`src/rtl/fu_cdb_request_queue.sv`:
```
// CDB transmit-side request queue: buffers {result, ROB tag} from a functional unit
// and presents the oldest entry to the CDB arbiter. Optional macro: CDB_BYPASS_EN.
module fu_cdb_request_queue #(
    parameter int WIDTH = 31,
    parameter int ROB   = 2,
    parameter int DEPTH = 4
) (
    input  logic                     clk,
    input  logic                     clear,
    input  logic                     flush,
    input  logic                     fuValid,
    input  logic [WIDTH:0]           fuResult,
    input  logic [ROB:0]             fuRob,
    output logic                     fuReady,
    output logic                     request,
    output logic [WIDTH:0]           result,
    output logic [ROB:0]             robEntry,
    input  logic                     available,
    output logic [$clog2(DEPTH):0]   occupancy
);

    localparam int PW = $clog2(DEPTH);
    localparam int CW = PW + 1;
    localparam logic [CW-1:0] DEPTH_C = CW'(DEPTH);

    logic [WIDTH:0]  mem_result [DEPTH];
    logic [ROB:0]    mem_rob    [DEPTH];
    logic [DEPTH-1:0] valid_reg, valid_next;
    logic [PW-1:0]   head_reg, head_next;
    logic [PW-1:0]   tail_reg, tail_next;
    logic [CW-1:0]   occ_reg, occ_next;

    logic            q_empty;
    logic            grant;
    logic            push_q;
    logic            pop_q;
    logic [WIDTH:0]  head_result;
    logic [ROB:0]    head_rob;
    logic [DEPTH-1:0] wr_sel;
    logic [DEPTH-1:0] rd_sel;

    assign q_empty = (occ_reg == '0);

    // Head data is gated by its valid bit so the bus sees zeros on an empty queue.
    always_comb begin
        head_result = '0;
        head_rob    = '0;
        if (valid_reg[head_reg]) begin
            head_result = mem_result[head_reg];
            head_rob    = mem_rob[head_reg];
        end
    end

`ifdef CDB_BYPASS_EN
    logic bypass;
    assign bypass   = q_empty & ~flush & fuValid;
    assign request  = ~q_empty | bypass;
    assign result   = bypass ? fuResult : head_result;
    assign robEntry = bypass ? fuRob : head_rob;
    assign grant    = request & available;
    assign fuReady  = (occ_reg < DEPTH_C) | grant;
    // A bypassed result that is granted immediately never touches storage.
    assign push_q   = fuValid & fuReady & ~(bypass & available);
`else
    assign request  = ~q_empty;
    assign result   = head_result;
    assign robEntry = head_rob;
    assign grant    = request & available;
    assign fuReady  = (occ_reg < DEPTH_C) | grant;
    assign push_q   = fuValid & fuReady;
`endif

    assign pop_q     = grant & ~q_empty;
    assign occupancy = occ_reg;

    generate
        for (genvar gi = 0; gi < DEPTH; gi++) begin : g_sel
            assign wr_sel[gi] = push_q & (tail_reg == PW'(gi));
            assign rd_sel[gi] = pop_q  & (head_reg == PW'(gi));
        end
    endgenerate

    always_comb begin
        head_next  = head_reg;
        tail_next  = tail_reg;
        occ_next   = occ_reg;
        // On a full queue the popped and written slot coincide; the write wins.
        valid_next = (valid_reg & ~rd_sel) | wr_sel;
        if (push_q)
            tail_next = tail_reg + PW'(1);
        if (pop_q)
            head_next = head_reg + PW'(1);
        if (push_q && !pop_q)
            occ_next = occ_reg + CW'(1);
        else if (pop_q && !push_q)
            occ_next = occ_reg - CW'(1);
    end

    always_ff @(posedge clk) begin
        if (clear || flush) begin
            head_reg  <= '0;
            tail_reg  <= '0;
            occ_reg   <= '0;
            valid_reg <= '0;
        end else begin
            head_reg  <= head_next;
            tail_reg  <= tail_next;
            occ_reg   <= occ_next;
            valid_reg <= valid_next;
        end
    end

    always_ff @(posedge clk) begin
        if (push_q && !clear && !flush) begin
            mem_result[tail_reg] <= fuResult;
            mem_rob[tail_reg]    <= fuRob;
        end
    end

endmodule

```
`config.mk`:
```
export PLATFORM = sky130hd
export DESIGN_NAME = fu_cdb_request_queue
export DESIGN_NICKNAME = d
export VERILOG_FILES = /design/src/rtl/fu_cdb_request_queue.sv
export SDC_FILE = /design/constraint.sdc
export NUM_CORES = 1
export LEC_CHECK = 0
export ABC_CLOCK_PERIOD_IN_PS = 2300
export CORE_ASPECT_RATIO = 1.75
export CORE_MARGIN = 2
export CORE_UTILIZATION = 40
export CTS_BUF_LIST = sky130_fd_sc_hd__clkbuf_8 sky130_fd_sc_hd__clkbuf_16
export DETAILED_ROUTE_END_ITERATION = 6
export GPL_TIMING_DRIVEN = 0
export SLEW_MARGIN = 25
export SYNTH_ARGS = -nofsm -noshare
export SYNTH_HDL_FRONTEND = slang
export SYNTH_SLANG_ARGS = --single-unit
```
`constraint.sdc`:
```
create_clock -name clk -period 2.3 [get_ports clk]
set_input_delay 0.46 -clock clk [delete_from_list [all_inputs] [get_ports clk]]
set_output_delay 0.46 -clock clk [all_outputs]
set_load 0.05 [all_outputs]
```
Word level (Yosys, flattened, before mapping)
Memory sizes are Yosys's and may differ from the RTL's. A register that Yosys moved wholly into a read port is not among the register bits.
Cells that the tools add are included.
{ "op_classes": {"mux": 12, "n_reduce_logical": 13, "eq_ne": 6, "magnitude_cmp": 2, "n_addsub": 4, "bitwise_logic": 16} }
{ "ops": {"columns": ["cell", "count"], "rows": [
  ["32-bit two-way mux", 1],
  ["1-bit bitwise AND", 11],
  ["3-bit two-way mux", 3],
  ["2-bit equality test (second input constant)", 4],
  ["2-bit two-way mux", 4],
  ["2-bit by 1-bit adder with 2-bit output (second input constant)", 2],
  ["4-bit bitwise AND", 1],
  ["2-bit by 1-bit equality test with 1-bit output (second input constant)", 2],
  ["1-bit logical AND", 4],
  ["1-bit zero test", 4],
  ["2-bit zero test", 2],
  ["4-bit NOT", 1],
  ["4-bit bitwise OR", 1],
  ["3-bit by 1-bit adder with 3-bit output (second input constant)", 1],
  ["3-bit zero test", 1],
  ["2-bit by 3-bit less-than comparator with 1-bit output (second input constant)", 1],
  ["3-bit less-than comparator (second input constant)", 1],
  ["1-bit two-way mux", 3],
  ["3-bit by 1-bit subtractor with 3-bit output (second input constant)", 1],
  ["1-bit binary-select mux with 2-bit select", 1],
  ["2-bit nonzero test", 1],
  ["1-bit logical OR", 1],
  ["1-bit NOT", 1],
  ["1-bit bitwise OR", 1]
]} }
{ "word_totals": {"regBits": 11, "ram_bits": 140, "word_cells": 59, "mem_count": 2, "out_inout_bits": 40} }
{ "memory_table": {"columns": ["name", "depth", "word_bits", "read_ports", "rd_ports_with_merged_regs", "write_ports", "line_no", "rtl"], "rows": [
  ["mem_result", 4, 32, 1, 1, 1, "26", "logic [WIDTH:0] mem_result [DEPTH];"],
  ["mem_rob", 4, 3, 1, 1, 1, "27", "logic [ROB:0] mem_rob [DEPTH];"]
]} }

Longest topological paths before layout
Gate-level depths: netlist of the first run.
{ "depth": {"depth_word": 9, "mapped_depth": 8, "ltp_nobuf": 8} }

Least setup slack after synthesis of the first run
No wires, ideal clock.
{ "synth_path": {"path_kind": "reg2reg", "from": "reg occ_reg[0] (netlist: occupancy[0])", "to": "reg occ_reg[2] (netlist: occupancy[2])", "n_path_buf": 0, "path_stages_with_launch": 9, "slack_ps": 69, "arrival_ps": 2161, "cell_sequence": "dfxtp_1 o31a_1 inv_1 ha_1 inv_1 fa_1 xor2_1 or3_1 a21oi_1"} }
{ "synth_via": {"elab_chain_len": 8, "word_cells_on_any_way": 16, "classes_between": "2 x add/sub; 1 x order compare; 2 x mux; 5 x bitwise; 6 x reduce/logical"} }
{ "synth_lines": {"columns": ["element", "line_no", "rtl"], "rows": [
  ["start: declaration", "31", "logic [CW-1:0] occ_reg, occ_next;"],
  ["start signal: assignment", "108", "occ_reg <= occ_next;"],
  ["parallel branches: the longest is 8 deep, another holds 3-bit less-than comparator", null, null]
]} }
Several ways; the timed one is not identified. The select of a mux whose other input is x is not followed.
A chain may end at the register's enable or synchronous reset.

==> flow_summary.toml, run 1 <==
[layout]
area_growth_pct = 30.0
final_nets = 454
utilization = 0.532
drive_gt1_frac = 0.388
diodes = 0
regArea_um2 = 4470
fillers = 1220
finalInstanceArea_um2 = 8190
finalNonFillerCells = 603
largest_reg_flops = 128
multiInputGateArea_um2 = 1690

[die]
ioPinCount = 80
dieArea_um2 = 16800
core-area_um2 = 15400
fp.dieH_um = 170
fp.dieW_um = 98.9
start_util = 0.410
rows = 60

[clock_tree]
cts_buffer_depth = 2
cts_htree_levels = 4
root_buffer = "clkbuf_16"
hold_buffers = 0
cts_tree = "done"
numCtsBuffers = 17
clkLatencyLatePin_ns = 0.41
cts.sinks = 153
clk_pin_slew_ns = 0.06

[sta]
grt_setup_unrepaired = "yes"
tightest_slew_ns = 0.589
clock_skew_ns = 0.00817
fin_crit_ns = 2.35
worst_slack_ns = -0.0458
drv_slew = 0
fin_hold_ws_ns = 0.434
relSlewSlack = 0.608
finalHoldViolations = 0
setup_viol = 25
fmax_mhz = 426
final.period_utilization = 1.02

[critical_path]
arrival_ns = 1.89
reg2reg_from = "occupancy[0]"
endpoint = "result[17]"
endpoint_kind = "output port"
required_ns = 1.84
ff2ff_setup_slack_ns = 0.13
cp_max_fo = 9
r2r-end = "occupancy[2]"
cp-start-kind = "register"
crit_type = "register to output port"
reg2reg_depth = 8

[routing]
drtIter0Drc = 165
dr.pass1.iters = 4
drcViolationCount = 0
drt_wl_total_um = 11500
vias = 3022
viasPerCell = 5.01
ant_nets = 0
wire_per_inst_um = 19.0

[synth]
async_flop_share = 0
ys_types = 30
yosysSeqAreaShare = 0.708
synth_flop_cell = "edfxtp_1"
synth-seq-cells = 153
syn_nets = 347
synth_area_um2 = 6300
yosysWarnings = 0
synth-edff-count = 140
synth_area_per_cell_um2 = 21.2
synth_cells = 297

[placed_design]
dp_hpwl_um = 7470
gp_congestion = 0.657
place_area_um2 = 7460
io_buffers = 79
place_inst = 567

[global_routing]
grt_pass1_vias = 3342
grt_pass1_wl_um = 17800
grt_max_degree = 21
grt_usage = 0.142
antenna_found_initial = 0
gr-total-overflow = 0

[run_status]
violations = "setup timing"
status = "complete, but fails checks"

[power]
p_leak_nw = 2.83
ir_worst_vdd_mv = 0.533
power.density_nw_per_um2 = 761
total_power_w = 0.00624

[min_path]
holdPathStages = 3
hp-class = "input port to register"

[job]
cap_violations = 0
-- what timing repair did --
action	4_1_cts	5_1_grt
gates cloned	0	2
setup buffers	2	0
endpoints found under the setup margin	38	36
resized for setup	216	77
-- through the flow --
stage	setup TNS, ns	setup slack, ns
2_1_floorplan	0	0.0687
3_3_place_gp	-171.52	-1.18
3_5_place_dp	-38.57	-0.495
4_1_cts	-3.52	-0.177
5_1_grt	-2.83	-0.126
6_report	-0.444	-0.0458
-- per-layer routing --
layer / track usage / wire length [µm] / vias up
li1: - / - / 1397
met1: 0.159 / 4420 / 1555
met2: 0.259 / 6500 / 59
met3: 0.0357 / 408 / 11
met4: 0.0500 / 156 / 0
met5: 0 / 0 / -
-- synthesized netlist by cell type (all sizes together), types with 2 or more instances --
master | number | share of area
edfxtp | 140 | 0.67
mux4 | 35 | 0.13
nor2b | 31 | 0.067
dfxtp | 13 | 0.041
buf | 10 | 0.019
ha | 9 | 0.018
and3 | 8 | 0.0079
inv | 8 | 0.0048
nor2 | 6 | 0.0036
and2b | 5 | 0.0069
a21boi | 4 | 0.0048
o21a | 4 | 0.0048
a21oi | 3 | 0.0024
mux2i | 3 | 0.0048
nand3 | 3 | 0.0024
o21ai | 3 | 0.0024
clkbuf | 2 | 0.0014
or3 | 2 | 0.0020
xor2 | 2 | 0.0028
-- worst min path at each step --
stage          slack (ns)         start            to
6_report             0.43       fuValid   tail_reg[0]
5_1_grt              0.46       fuValid   tail_reg[0]
4_1_cts              0.55   tail_reg[0]   tail_reg[0]
3_5_place_dp         0.54  occupancy[2]  occupancy[2]
3_3_place_gp         0.51   tail_reg[0]   tail_reg[0]
2_1_floorplan        0.48   tail_reg[0]   tail_reg[0]
-- worst max-delay path, cell delays in order (launching register included) --
cell and delay (ns):
dfxtp_2 0.34, buf_12 0.16, buf_6 0.12, mux4_2 0.47
and2b_2 0.23, buf_6 0.15
-- cells in the final DEF, fill, tap and decap left out, drive strengths merged --
| master | synthesis | final |
|---|---|---|
| dlygate4sd2 | 0 | 2 |
| o21ai | 3 | 3 |
| or2 | 1 | 1 |
| or3 | 2 | 2 |
| o21a | 4 | 4 |
| xnor2 | 1 | 1 |
| o31ai | 1 | 1 |
| clkdlybuf4s50 | 0 | 41 |
| nor2 | 6 | 6 |
| o31a | 1 | 1 |
| and2b | 5 | 5 |
| fa | 1 | 1 |
| a21boi | 4 | 4 |
| nand3 | 3 | 3 |
| clkinv | 0 | 5 |
| mux2 | 1 | 1 |
| clkinvlp | 0 | 3 |
| mux4 | 35 | 35 |
| a21oi | 3 | 3 |
| clkbuf | 2 | 21 |
| edfxtp | 140 | 140 |
| dlymetal6s2s | 0 | 1 |
| inv | 8 | 14 |
| bufinv | 0 | 1 |
| nor2b | 31 | 31 |
| mux2i | 3 | 3 |
| ha | 9 | 9 |
| xor2 | 2 | 2 |
| and3 | 8 | 8 |
| buf | 10 | 52 |
| dfxtp | 13 | 13 |
-- final cells by class --
cell class | instances | area share
buffer | 12 | 0.0218
clock buffer | 17 | 0.0519
clock inverter | 15 | 0.0154
inverter | 8 | 0.00367
multi-input combinational | 124 | 0.206
sequential | 153 | 0.545
tap | 186 | 0.0284
timing repair buffer | 88 | 0.127
-- power breakdown --
group | total, W | internal (W) | switching [W] | leakage [nW]
combinational | 0.000580 | 0.000282 | 0.000298 | 1.19
clock | 0.00257 | 0.00149 | 0.00108 | 0.270
sequential | 0.00309 | 0.00307 | 0.0000179 | 1.37
-- cells by family (layout without fill, tap and decap cells) --
logic type | count (synthesis) | in the layout | share of synthesized area
DFF | 153 | 153 | 0.708
and+or+nand+nor | 56 | 56 | 0.0903
muxes | 39 | 39 | 0.134
buffers and inverters | 20 | 140 | 0.0252
AOI/OAI and AO/OA | 16 | 16 | 0.0169
adders and majority gates | 10 | 10 | 0.0210
xor gates and xnor gates | 3 | 3 | 0.00417
Note: power is estimated with default switching activity, not from simulation.
==> run 2, diff against run 1 <==
--- a/config.mk
+++ b/config.mk
@@ -11,6 +11,7 @@
 export CORE_UTILIZATION = 40
 export CTS_BUF_LIST = sky130_fd_sc_hd__clkbuf_8 sky130_fd_sc_hd__clkbuf_16
 export DETAILED_ROUTE_END_ITERATION = 6
+export GPL_ROUTABILITY_DRIVEN = 1
 export GPL_TIMING_DRIVEN = 0
 export SLEW_MARGIN = 25
 export SYNTH_ARGS = -nofsm -noshare
==> results of run 2 <==
Final layout, timing and power as in run 1 (identical DEF).
==> run 3, diff against run 2 <==
--- a/config.mk
+++ b/config.mk
@@ -8,11 +8,12 @@
 export ABC_CLOCK_PERIOD_IN_PS = 2300
 export CORE_ASPECT_RATIO = 1.75
 export CORE_MARGIN = 2
-export CORE_UTILIZATION = 40
+export CORE_UTILIZATION = 55
 export CTS_BUF_LIST = sky130_fd_sc_hd__clkbuf_8 sky130_fd_sc_hd__clkbuf_16
 export DETAILED_ROUTE_END_ITERATION = 6
 export GPL_ROUTABILITY_DRIVEN = 1
 export GPL_TIMING_DRIVEN = 0
+export PLACE_DENSITY = 0.79
 export SLEW_MARGIN = 25
 export SYNTH_ARGS = -nofsm -noshare
 export SYNTH_HDL_FRONTEND = slang
==> flow_summary.toml, run 3 (same netlist as run 1, synthesis figures left out) <==
[job]
cap_violations = 0

[routing]
drtIter0Drc = 114
vias = 3079
drcViolationCount = 0
wire_per_inst_um = 20.5
viasPerCell = 5.59
drt_wl_total_um = 11300
dr.pass1.iters = 4
ant_nets = 0

[critical_path]
crit_type = "register to output port"
required_ns = 1.84
critPathMaxStageDelay_ns = 0.48
cp_max_fo = 5
reg2reg_from = "occupancy[2]"
crit_chain = "buf_8, bufbuf_16, mux4_2, nor2b_4, buf_6"
arrival_ns = 1.92
slowest_stage = "mux4_2"
r2r-end = "occupancy[2]"
cp-start-kind = "register"
reg2reg_depth = 8
ff2ff_setup_slack_ns = 0.14
endpoint_kind = "output port"
endpoint = "result[11]"

[layout]
layout_common_cells = "edfxtp_1, clkdlybuf4s50_1, mux4_2"
largest_reg_flops = 128
final_nets = 457
drive_gt1_frac = 0.399
multiInputGateArea_um2 = 1680
utilization = 0.732
regArea_um2 = 4470
area_growth_pct = 29.6
fillers = 666
layout_commonest_cell = "edfxtp_1"
diodes = 0

[clock_tree]
cts.sinks = 153
cts_buffer_depth = 2
numCtsBuffers = 17
cts_tree = "done"
root_buffer = "clkbuf_16"
clkLatencyLatePin_ns = 0.41
hold_buffers = 0
clk_pin_slew_ns = 0.06
cts_htree_levels = 4

[global_routing]
grt_max_degree = 21
grt_usage = 0.193
grt_pass1_wl_um = 17400
grt_pass1_vias = 3375
antenna_found_initial = 0
gr-total-overflow = 0

[sta]
final.period_utilization = 1.04
fmax_mhz = 420
fin_hold_ws_ns = 0.440
worst_slack_ns = -0.0825
finalHoldViolations = 0
drv_slew = 0
tightest_slew_ns = 0.618
setup_tns_ns = -1.33
relSlewSlack = 0.588
clock_skew_ns = 0.00644
grt_setup_unrepaired = "yes"
fin_crit_ns = 2.38
setup_viol = 29

[die]
rows = 51
core-area_um2 = 11200
start_util = 0.564
fp.dieW_um = 84.9
ioPinCount = 80
fp.dieH_um = 146
dieArea_um2 = 12400

[power]
p_leak_nw = 2.87
power.density_nw_per_um2 = 784
ir_worst_vdd_mv = 0.646

[run_status]
violations = "setup timing"
status = "complete, but fails checks"

[placed_design]
gp_congestion = 0.738
io_buffers = 79
dp_hpwl_um = 7080

[min_path]
hp-class = "input port to register"
==> run 3: cell types whose count changed in the layout (fill, tap and decap cells not counted), moves of 2 or more <==
cell and delta:
buf_4 +7, buf_6 -6, inv_6 -4, buf_8 +2, bufinv_16 +2, clkinv_2 +2, mux4_1 -2, mux4_2 +2
==> run 3: how the worst min path moves through the flow <==
stage / cells after the start / slack [ns] / end / start
3_3_place_gp: 2 / 0.50 / tail_reg[0] / tail_reg[0]
6_report: 3 / 0.44 / tail_reg[1] / fuValid
4_1_cts: 2 / 0.53 / tail_reg[1] / tail_reg[1]
3_5_place_dp: 2 / 0.52 / tail_reg[1] / tail_reg[1]
5_1_grt: 3 / 0.47 / tail_reg[0] / fuValid
2_1_floorplan: 2 / 0.48 / tail_reg[0] / tail_reg[0]
==> run 3: worst max-delay path, delay by kind of cell, from the launching register on <==
family,cells,cell delay [ns]
buffers and inverters,3,0.53
multiplexers,1,0.48
flip-flops,1,0.37
AND/OR/NAND/NOR,1,0.14
==> run 3: metrics by stage <==
step / instance area, µm² / setup slack (ns) / instances / total power (W)
3_5_place_dp: 7370 / -0.451 / 512 / 0.00370
2_1_floorplan: 6300 / 0.0687 / 297 / 0.00350
5_1_grt: 8170 / -0.139 / 551 / 0.00656
6_report: 8170 / -0.0825 / 551 / 0.00640
3_3_place_gp: 7260 / -1.06 / 508 / 0.00368
4_1_cts: 8130 / -0.116 / 547 / 0.00643
==> run 3: layer usage <==
metal  vias to the layer above  routed length, µm  part of all wire  global-route usage
met4                         0                233             0.021              0.0865
met1                      1575               4150              0.37               0.199
li1                       1400                  -                 -                   -
met2                        89               6490              0.57               0.357
met3                        15                449             0.040              0.0522
met5                         -                  0                 0                   0
==> run 3: what timing repair did <==
item | 4_1_cts | 5_1_grt
setup endpoints to repair | 38 | 37
gates cloned | 3 | 1
gates resized for setup | 261 | 10
buffers inserted | 1 | 3
pin swaps | 0 | 1
==> run 3: layout make-up <==
cell class	instances	share of cell area
Tap cell	132	0.0202
Clock inverter	14	0.0194
Buffer	12	0.0204
Sequential cell	153	0.547
Multi-Input combinational cell	124	0.205
Clock buffer	17	0.0521
Inverter	8	0.00368
Timing Repair Buffer	91	0.132
==> run 3: power by group <==
part	internal [W]	switching (W)
clock network	0.00169	0.00103
registers	0.00307	0.0000193
logic	0.000293	0.000300
total	0.00505	0.00135
